### src/rtl/bow_tx_arbiter_if.sv
// bow_tx_arbiter_if: requester, link-partner and TX lane signals of the BoW TX arbiter.
interface bow_tx_arbiter_if;
    logic        rx_ready;
    logic        req0_valid, req0_last, req0_fec, req0_aux, req0_ready;
    logic [15:0] req0_data;
    logic        req1_valid, req1_last, req1_fec, req1_aux, req1_ready;
    logic [15:0] req1_data;
    logic [15:0] tx_data;
    logic        tx_valid, tx_last, tx_fec, tx_aux;
    logic [1:0]  grant;
    logic        busy, err_overlen;
    modport master (
        input  rx_ready,
        input  req0_valid, req0_last, req0_fec, req0_aux, req0_data,
        input  req1_valid, req1_last, req1_fec, req1_aux, req1_data,
        output req0_ready, req1_ready,
        output tx_data, tx_valid, tx_last, tx_fec, tx_aux, grant, busy, err_overlen
    );
    modport slave (
        output rx_ready,
        output req0_valid, req0_last, req0_fec, req0_aux, req0_data,
        output req1_valid, req1_last, req1_fec, req1_aux, req1_data,
        input  req0_ready, req1_ready,
        input  tx_data, tx_valid, tx_last, tx_fec, tx_aux, grant, busy, err_overlen
    );
endinterface

### src/rtl/bow_tx_arbiter.sv
// bow_tx_arbiter: round-robin burst arbiter of two requesters onto one BoW TX lane,
// with MAX_BURST truncation and a fixed idle gap after every burst.
module bow_tx_arbiter #(
    parameter int MAX_BURST  = 32,
    parameter int GAP_CYCLES = 2
) (
    input logic            txclk,
    input logic            presetn,
    bow_tx_arbiter_if.master b
);
    typedef enum logic [1:0] {IDLE, ARB, SEND, GAP} state_t;
    localparam logic [5:0]  MAX_CNT   = 6'(MAX_BURST);
    localparam logic [2:0]  GAP_LAST  = 3'(GAP_CYCLES - 1);
    localparam logic [15:0] IDLE_WORD = 16'h7FFE;
    state_t      state_q, state_d;
    logic [1:0]  grant_q, grant_d, valid, ready;
    logic        rr_q, rr_d, win, acc, at_max, w_last, w_fec, w_aux;
    logic [5:0]  cnt_q, cnt_d;
    logic [2:0]  gap_q, gap_d;
    logic [15:0] w_data, tx_data_q, tx_data_d;
    logic        tx_valid_q, tx_valid_d, tx_last_q, tx_last_d;
    logic        tx_fec_q, tx_fec_d, tx_aux_q, tx_aux_d, err_q, err_d;

    always_comb begin
        valid      = {b.req1_valid, b.req0_valid};
        ready      = (state_q == SEND && b.rx_ready && presetn) ? grant_q : 2'b00;
        acc        = |(valid & ready);
        w_data     = grant_q[1] ? b.req1_data : b.req0_data;
        w_last     = grant_q[1] ? b.req1_last : b.req0_last;
        w_fec      = grant_q[1] ? b.req1_fec  : b.req0_fec;
        w_aux      = grant_q[1] ? b.req1_aux  : b.req0_aux;
        at_max     = (cnt_q + 6'd1) == MAX_CNT;
        win        = (&valid) ? rr_q : valid[1];
        state_d    = state_q;
        grant_d    = grant_q;
        rr_d       = rr_q;
        cnt_d      = cnt_q;
        gap_d      = gap_q;
        tx_valid_d = acc;
        tx_last_d  = acc & (w_last | at_max);
        tx_fec_d   = acc & w_fec;
        tx_aux_d   = acc & w_aux;
        tx_data_d  = acc ? w_data : IDLE_WORD;
        err_d      = acc & at_max & ~w_last;
        case (state_q)
            IDLE: state_d = b.rx_ready ? ARB : IDLE;
            ARB: begin
                if (!b.rx_ready) begin
                    state_d = IDLE;
                end else if (|valid) begin
                    // priority moves away from the winner so each burst alternates under contention
                    grant_d = win ? 2'b10 : 2'b01;
                    rr_d    = ~win;
                    cnt_d   = 6'd0;
                    state_d = SEND;
                end
            end
            SEND: begin
                if (acc) begin
                    cnt_d = cnt_q + 6'd1;
                    if (w_last || at_max) begin
                        state_d = GAP;
                        grant_d = 2'b00;
                        gap_d   = 3'd0;
                    end
                end
            end
            GAP: begin
                gap_d = (gap_q == GAP_LAST) ? 3'd0 : gap_q + 3'd1;
                if (gap_q == GAP_LAST) state_d = b.rx_ready ? ARB : IDLE;
            end
        endcase
    end

    always_ff @(posedge txclk) begin
        if (!presetn) begin
            state_q    <= IDLE;
            grant_q    <= 2'b00;
            rr_q       <= 1'b0;
            cnt_q      <= 6'd0;
            gap_q      <= 3'd0;
            tx_valid_q <= 1'b0;
            tx_last_q  <= 1'b0;
            tx_fec_q   <= 1'b0;
            tx_aux_q   <= 1'b0;
            tx_data_q  <= IDLE_WORD;
            err_q      <= 1'b0;
        end else begin
            state_q    <= state_d;
            grant_q    <= grant_d;
            rr_q       <= rr_d;
            cnt_q      <= cnt_d;
            gap_q      <= gap_d;
            tx_valid_q <= tx_valid_d;
            tx_last_q  <= tx_last_d;
            tx_fec_q   <= tx_fec_d;
            tx_aux_q   <= tx_aux_d;
            tx_data_q  <= tx_data_d;
            err_q      <= err_d;
        end
    end

    assign b.req0_ready  = ready[0];
    assign b.req1_ready  = ready[1];
    assign b.tx_data     = tx_data_q;
    assign b.tx_valid    = tx_valid_q;
    assign b.tx_last     = tx_last_q;
    assign b.tx_fec      = tx_fec_q;
    assign b.tx_aux      = tx_aux_q;
    assign b.grant       = grant_q;
    assign b.busy        = (state_q == SEND) || (state_q == GAP);
    assign b.err_overlen = err_q;
endmodule

### src/flat_wrapper.sv
// flat-port wrapper written by rule: the top's interface ports become plain ports
module bow_tx_arbiter_flat 
#(
    parameter int MAX_BURST  = 32,
    parameter int GAP_CYCLES = 2
)
  (txclk, presetn, b_rx_ready, b_req0_valid, b_req0_last, b_req0_fec, b_req0_aux, b_req0_data, b_req1_valid, b_req1_last, b_req1_fec, b_req1_aux, b_req1_data, b_req0_ready, b_req1_ready, b_tx_data, b_tx_valid, b_tx_last, b_tx_fec, b_tx_aux, b_grant, b_busy, b_err_overlen);
  bow_tx_arbiter_if b_i ();
  input logic txclk;
  input logic presetn;
  input wire logic [$bits(b_i.rx_ready)-1:0] b_rx_ready;
  input wire logic [$bits(b_i.req0_valid)-1:0] b_req0_valid;
  input wire logic [$bits(b_i.req0_last)-1:0] b_req0_last;
  input wire logic [$bits(b_i.req0_fec)-1:0] b_req0_fec;
  input wire logic [$bits(b_i.req0_aux)-1:0] b_req0_aux;
  input wire logic [$bits(b_i.req0_data)-1:0] b_req0_data;
  input wire logic [$bits(b_i.req1_valid)-1:0] b_req1_valid;
  input wire logic [$bits(b_i.req1_last)-1:0] b_req1_last;
  input wire logic [$bits(b_i.req1_fec)-1:0] b_req1_fec;
  input wire logic [$bits(b_i.req1_aux)-1:0] b_req1_aux;
  input wire logic [$bits(b_i.req1_data)-1:0] b_req1_data;
  output wire logic [$bits(b_i.req0_ready)-1:0] b_req0_ready;
  output wire logic [$bits(b_i.req1_ready)-1:0] b_req1_ready;
  output wire logic [$bits(b_i.tx_data)-1:0] b_tx_data;
  output wire logic [$bits(b_i.tx_valid)-1:0] b_tx_valid;
  output wire logic [$bits(b_i.tx_last)-1:0] b_tx_last;
  output wire logic [$bits(b_i.tx_fec)-1:0] b_tx_fec;
  output wire logic [$bits(b_i.tx_aux)-1:0] b_tx_aux;
  output wire logic [$bits(b_i.grant)-1:0] b_grant;
  output wire logic [$bits(b_i.busy)-1:0] b_busy;
  output wire logic [$bits(b_i.err_overlen)-1:0] b_err_overlen;
  assign b_i.rx_ready = b_rx_ready;
  assign b_i.req0_valid = b_req0_valid;
  assign b_i.req0_last = b_req0_last;
  assign b_i.req0_fec = b_req0_fec;
  assign b_i.req0_aux = b_req0_aux;
  assign b_i.req0_data = b_req0_data;
  assign b_i.req1_valid = b_req1_valid;
  assign b_i.req1_last = b_req1_last;
  assign b_i.req1_fec = b_req1_fec;
  assign b_i.req1_aux = b_req1_aux;
  assign b_i.req1_data = b_req1_data;
  assign b_req0_ready = b_i.req0_ready;
  assign b_req1_ready = b_i.req1_ready;
  assign b_tx_data = b_i.tx_data;
  assign b_tx_valid = b_i.tx_valid;
  assign b_tx_last = b_i.tx_last;
  assign b_tx_fec = b_i.tx_fec;
  assign b_tx_aux = b_i.tx_aux;
  assign b_grant = b_i.grant;
  assign b_busy = b_i.busy;
  assign b_err_overlen = b_i.err_overlen;
  bow_tx_arbiter #(.MAX_BURST(MAX_BURST), .GAP_CYCLES(GAP_CYCLES)) u_core (.txclk(txclk), .presetn(presetn), .b(b_i));
endmodule
### config.mk
export PLATFORM = sky130hd
export DESIGN_NAME = bow_tx_arbiter_flat
export DESIGN_NICKNAME = d
export VERILOG_FILES = /design/src/rtl/bow_tx_arbiter_if.sv /design/src/rtl/bow_tx_arbiter.sv /design/src/flat_wrapper.sv
export SDC_FILE = /design/constraint.sdc
export NUM_CORES = 1
export LEC_CHECK = 0
export ABC_CLOCK_PERIOD_IN_PS = 2140
export CAP_MARGIN = 40
export CORE_MARGIN = 1.5
export CORE_UTILIZATION = 35
export DETAILED_ROUTE_END_ITERATION = 8
export GPL_TIMING_DRIVEN = 0
export PLACE_DENSITY = 0.68
export RECOVER_POWER = 50
export SLEW_MARGIN = 20
export SYNTH_ARGS = -nofsm -noshare
export SYNTH_HDL_FRONTEND = slang
export SYNTH_SLANG_ARGS = --single-unit
### constraint.sdc
create_clock -name txclk -period 2.14 [get_ports txclk]
set_input_delay 0.214 -clock txclk [delete_from_list [all_inputs] [get_ports txclk]]
set_output_delay 0.214 -clock txclk [all_outputs]
set_load 0.005 [all_outputs]
==> impl_metrics.csv, run 1 <==
group,metric,value,unit
logic_synthesis,yosysUniqueCellTypes,45,
setup_path,crit_path_end_kind,"output pin",
setup_path,crit_chain,"inv_1, ha_1, buf_4, or2_2, clkdlybuf4s50_1",
min_path,min_path_type,"register to register",
sta,tns,0,ps
floorplan,start_util,37.2,%
cells_and_area,multiInputGateArea,861,um2
floorplan,dieHeight,72.0,um
logic_synthesis,post_synth_instance_area,1670,um2
cells_and_area,final_layout_size_suffix_gt1_share,10.0,%
sta,setup_viol_count_final,0,
logic_synthesis,ys_ff_latch,35,
flow_run,maxCapViolCount,0,
clock_tree,cts_tree,"yes",
clock_tree,post_cts_buffers,0,
grt,grt_pass1_vias,1250,
cells_and_area,final-seq-area,702,um2
clock_tree,htreeDepth,2,
sta,fmax,492,MHz
routing,vias,1500,
sta,period_share,95.0,%
cells_and_area,antennaDiodeCount,0,
logic_synthesis,syn_inst,175,
placement,portBuffers,68,
cells_and_area,final_core_util,55.6,%
placement,gp_congestion,0.794,
logic_synthesis,syn_nets,222,
setup_path,cp_top_family,"buffers and inverters",
sta,drv_slew,0,
floorplan,coreArea,4470,um2
logic_synthesis,synth_top_area_share,42.0,%
cells_and_area,fill_cells,408,
setup_path,crit_required,1930,ps
routing,ant_nets,0,
clock_tree,cts.sinks,35,
grt,antenna_found_initial,0,
floorplan,die_area,5180,um2
routing,drt_wl_total,3.81,mm
logic_synthesis,ys_async_sr_fraction,0,%
logic_synthesis,netlist_top_cells_area,"dfxtp_1, mux2i_1, nand2_1",
setup_path,crit_path_start_kind,"register",
sta,hold_violations,0,
logic_synthesis,yosysSeqAreaShare,42.0,%
sta,period_needed,2030,ps
placement,dp_hpwl,3.00,mm
routing,drtIter0Drc,35,
logic_synthesis,synth_top_area_cell,"dfxtp_1",
sta,rsz0062_at_grt,"no",
floorplan,fp.dieW,72.0,um
clock_tree,clockBufferDepth,2,
setup_path,cp_max_fo,10,
routing,drc,0,
clock_tree,cts_buffers,5,
logic_synthesis,synth_common_cells,"dfxtp_1, nand2_1, mux2i_1, a21oi_1, nor2_1",
grt,grt_max_degree,16,
pwr,ir_drop,0.294,mV
setup_path,cp_num_buf_inv,3,
setup_path,critPathKind,"register to output pin",
pwr,power_density,500,nW/um2
clock_tree,hold_buffers,0,
clock_tree,cts_root_buf,"clkbuf_8",
cells_and_area,area_delta_synth_final,49.2,%
clock_tree,clkTransAtPathRegs,60,ps
routing,first_pass_iters,4,
cells_and_area,nets,296,
pwr,leakage,0.864,nW
clock_tree,clock_latency,280,ps
logic_synthesis,synth_flop_cell,"dfxtp_1",
logic_synthesis,synth_most_common_cell,"dfxtp_1",
logic_synthesis,synth_edf_count,0,
sta,relSlewSlack,63.9,%
sta,tightest_slew,542,ps
floorplan,ios,69,
grt,grtUsageTotal,14.5,%
grt,gr-total-overflow,0,
setup_path,critPathArrivalTime,1820,ps
routing,viasPerCell,4.97,
setup_path,cp_slowest_stage_delay,440,ps
setup_path,slowest_stage,"clkdlybuf4s50_1",
logic_synthesis,yosys_warnings,0,
logic_synthesis,syn_avg_cell_area,9.52,um2
run_status,status,"completed",
grt,grt_pass1_wl,5.91,mm
routing,post_drt_wl_per_cell,12.6,um
sta,clock_skew,3.99,ps
floorplan,rows,24,
-- power breakdown --
group | internal [mW] | leakage (nW) | total [mW] | switching [mW]
Combinational | 0.0922 | 0.539 | 0.139 | 0.0471
Clock | 0.228 | 0.0422 | 0.446 | 0.218
Sequential | 0.655 | 0.283 | 0.658 | 0.00351
-- flip-flops by register name, summed over array words and instances, names as in the netlist --
signal,flops
u_core.b.tx_data,16
u_core.cnt_q,6
u_core.gap_q,3
u_core.b.grant,2
u_core.state_q,2
u_core.b.err_overlen,1
u_core.b.tx_aux,1
u_core.b.tx_fec,1
u_core.b.tx_last,1
u_core.b.tx_valid,1
u_core.rr_q,1
-- final timing paths --
check | start | to | slack [ps] | cells after the start
min reg2reg | u_core.state_q[0] | u_core.state_q[0] | 480 | 2
max | u_core.state_q[0] | b_busy | 110 | 5
min | u_core.state_q[0] | u_core.state_q[0] | 480 | 2
max reg2reg | u_core.state_q[0] | u_core.cnt_q[2] | 190 | 10
-- cells by family (layout without fill, tap and decap cells) --
family                   Yosys count  after routing  share of synthesized area, %
adder cells (fa/ha/maj)            4              4                          3.00
buffers and inverters             18             93                          6.31
AND/OR/NAND/NOR                   62             62                          19.0
AO/OA/AOI/OAI                     34             34                          16.1
multiplexers                      22             22                          13.5
flip-flops                        35             35                          42.0
-- repair_timing --
item / CTS / global route
pin swaps: 0 / 0
endpoints found under the setup margin: 1 / 1
resized for setup: 0 / 3
hold endpoints to repair: 0 / 0
-- through the flow --
stage | setup slack, ps | hold slack [ps] | instances | instance area [um2] | total power [mW]
floorplan | 522 | 338 | 175 | 1670 | 0.720
global placement | 225 | 477 | 295 | 2410 | 0.812
detailed placement | 196 | 488 | 295 | 2410 | 0.813
CTS | 21.8 | 500 | 302 | 2490 | 1.26
global route | 12.6 | 510 | 302 | 2490 | 1.31
finish | 107 | 481 | 302 | 2490 | 1.24
-- cell usage in the layout, fill, tap and decap left out, types with 4 or more instances in the layout --
| master | instances |
|---|---|
| clkbuf_8 | 5 |
| o21ai_0 | 4 |
| clkbuf_1 | 4 |
| nand4_1 | 4 |
| mux2i_1 | 21 |
| dlygate4sd3_1 | 22 |
| ha_1 | 4 |
| inv_1 | 8 |
| nand3_1 | 4 |
| nand2_1 | 29 |
| dfxtp_1 | 34 |
| clkdlybuf4s50_1 | 46 |
| a21oi_1 | 9 |
| nor2_1 | 9 |
-- routing by layer --
metal / vias up / track usage, % / share of wire [%]
li1: 765 / - / -
met1: 690 / 18.4 / 44
met2: 41 / 23.7 / 49
met3: 4 / 3.33 / 5.1
met4: 0 / 6.29 / 1.4
met5: - / 0 / 0
-- cell type report --
| class | instances | area share, % |
|---|---|---|
| Multi-Input combinational cell | 122 | 34.6 |
| Sequential cell | 35 | 28.2 |
| Timing Repair Buffer | 68 | 27.4 |
| Clock buffer | 7 | 3.07 |
| Tap cell | 52 | 2.62 |
| Buffer | 7 | 2.06 |
| Inverter | 10 | 1.81 |
| Clock inverter | 1 | 0.201 |
-- worst min-delay path: cells and delay by family, from the launching register on --
kind | cells | cell delay, ps
flip-flops | 1 | 340
multiplexers | 1 | 50
AND/OR/NAND/NOR | 1 | 50
Power figures use the tool's default switching activity.
==> inputs of run 2 (changes only) <==
SETUP_SLACK_MARGIN = 0.1   (was default)
==> run 2 against run 1 <==
Register-to-register slack better by 80 ps. Final area up 0.55%. Hold slack better by 15 ps. Via count up 0.13%. Power up 0.30%. Sequential power about the same. Combinational power about the same. Fmax up 2.8%. Flip-flop and latch count unchanged. Routed wire length up 1.2%. Worst setup slack better by 55 ps. Cell count up 0.33%. Largest cell class unchanged.
==> impl_metrics.csv, run 2 (same netlist as run 1, synthesis figures left out) <==
group,metric,value,unit
run_status,status,"completed",
setup_path,critPathKind,"register to output pin",
flow_run,maxCapViolCount,0,
setup_path,crit_chain,"inv_1, ha_1, buf_6, or2_2, clkdlybuf4s50_1",
sta,hold_violations,0,
placement,gp_congestion,0.794,
clock_tree,cts_buffers,5,
placement,dp_hpwl,3.00,mm
sta,hold_ws,496,ps
cells_and_area,layout_commonest_cell,"clkdlybuf4s50_1",
pwr,p_total,1.25,mW
cells_and_area,fill_cells,406,
cells_and_area,instances_no_fill,303,
routing,viasPerCell,4.96,
routing,first_pass_iters,4,
cells_and_area,final_cell_mix,"clkdlybuf4s50_1, dfxtp_1, nand2_1, dlygate4sd3_1, mux2i_1",
clock_tree,cts.sinks,35,
placement,dp.cells,295,
cells_and_area,largest_reg_flops,16,
clock_tree,cts_tree,"yes",
placement,pre_cts_slack,196,ps
setup_path,crit_required,1930,ps
routing,post_drt_wl_per_cell,12.7,um
grt,grt_pass1_vias,1262,
grt,gr-total-overflow,0,
routing,drc,0,
placement,portBuffers,68,
setup_path,crit_path_start_kind,"register",
cells_and_area,multiInputGateArea,863,um2
cells_and_area,antennaDiodeCount,0,
sta,fmax,506,MHz
cells_and_area,nets,297,
cells_and_area,final_layout_size_suffix_gt1_share,10.8,%
clock_tree,htreeDepth,2,
floorplan,start_util,37.2,%
routing,drt_wl_total,3.85,mm
pwr,ir_drop,0.293,mV
pwr,power_density,499,nW/um2
sta,period_needed,1980,ps
setup_path,cp_max_fo,10,
sta,period_share,92.4,%
sta,setup_slack,162,ps
setup_path,cp_slowest_stage_delay,440,ps
min_path,min_path_type,"register to register",
floorplan,coreArea,4470,um2
floorplan,die_area,5180,um2
pwr,leakage,0.866,nW
sta,rsz0062_at_grt,"no",
sta,relSlewSlack,52.6,%
sta,setup_viol_count_final,0,
cells_and_area,final-seq-area,702,um2
sta,drv_slew,0,
routing,ant_nets,0,
routing,vias,1502,
clock_tree,clock_latency,280,ps
clock_tree,clockBufferDepth,2,
routing,drtIter0Drc,57,
setup_path,crit_path_end_kind,"output pin",
clock_tree,clkTransAtPathRegs,70,ps
floorplan,ios,69,
grt,grt_max_degree,16,
floorplan,fp.dieW,72.0,um
clock_tree,hold_buffers,0,
grt,antenna_found_initial,0,
grt,grt_pass1_wl,5.97,mm
setup_path,slowest_stage,"clkdlybuf4s50_1",
cells_and_area,area_delta_synth_final,50.0,%
setup_path,critPathArrivalTime,1760,ps
sta,tns,0,ps
grt,grtUsageTotal,14.6,%
floorplan,rows,24,
clock_tree,cts_root_buf,"clkbuf_8",
floorplan,dieHeight,72.0,um
sta,clock_skew,5.88,ps
sta,tightest_slew,710,ps
==> run 2: cell types whose count changed in the layout (fill, tap and decap cells not counted), sizes merged <==
cell / change
clkbuf: +1
==> run 2: worst paths after layout <==
kind                           from               to  slack (ps)  cells past startpoint
setup reg to reg  u_core.b.grant[1]  u_core.cnt_q[3]         270                      9
hold / removal      u_core.cnt_q[1]  u_core.cnt_q[1]         500                      2
hold reg to reg     u_core.cnt_q[1]  u_core.cnt_q[1]         500                      2
setup / recovery  u_core.state_q[0]           b_busy         160                      5
==> run 2: final cells by class <==
type | count | share of cell area (%)
clock buffers | 7 | 3.05
plain buffers | 7 | 2.20
clock inverters | 1 | 0.200
well taps | 52 | 2.60
multi-input cells | 122 | 34.5
inverters | 10 | 1.80
repair buffers | 69 | 27.5
flip-flops and latches | 35 | 28.1
==> run 2: power by group <==
group | switching (mW) | total, mW | internal, mW
logic | 0.0488 | 0.142 | 0.0936
clock network | 0.220 | 0.448 | 0.228
registers | 0.00279 | 0.658 | 0.655
==> run 2: what timing repair did <==
| item | in CTS | in global routing |
|---|---|---|
| endpoints found under the setup margin | 2 | 1 |
| resized for setup | 2 | 3 |
| buffers inserted | 1 | 0 |
==> run 2: per-layer routing <==
metal  wire, um  GRT usage (%)  vias up
li1           -              -      770
met1       1730           18.6      687
met2       1900           24.0       39
met3        161           3.33        6
met4         57           6.29        0
met5          0              0        -
==> run 2: critical path: cells and delay by family, from the launching register on <==
kind	cells	cell delay (ps)
buffers and inverters	3	630
flip-flops	1	330
AND/OR/NAND/NOR	1	300
adder cells (fa/ha/maj)	1	220
==> run 2: through the flow <==
| stage | area [um2] | utilization (%) |
|---|---|---|
| after CTS | 2500 | 55.9 |
| after detailed placement | 2410 | 53.9 |
| after global routing | 2500 | 55.9 |
| final | 2500 | 55.9 |
| after global placement | 2410 | 53.9 |
| after floorplan | 1670 | - |
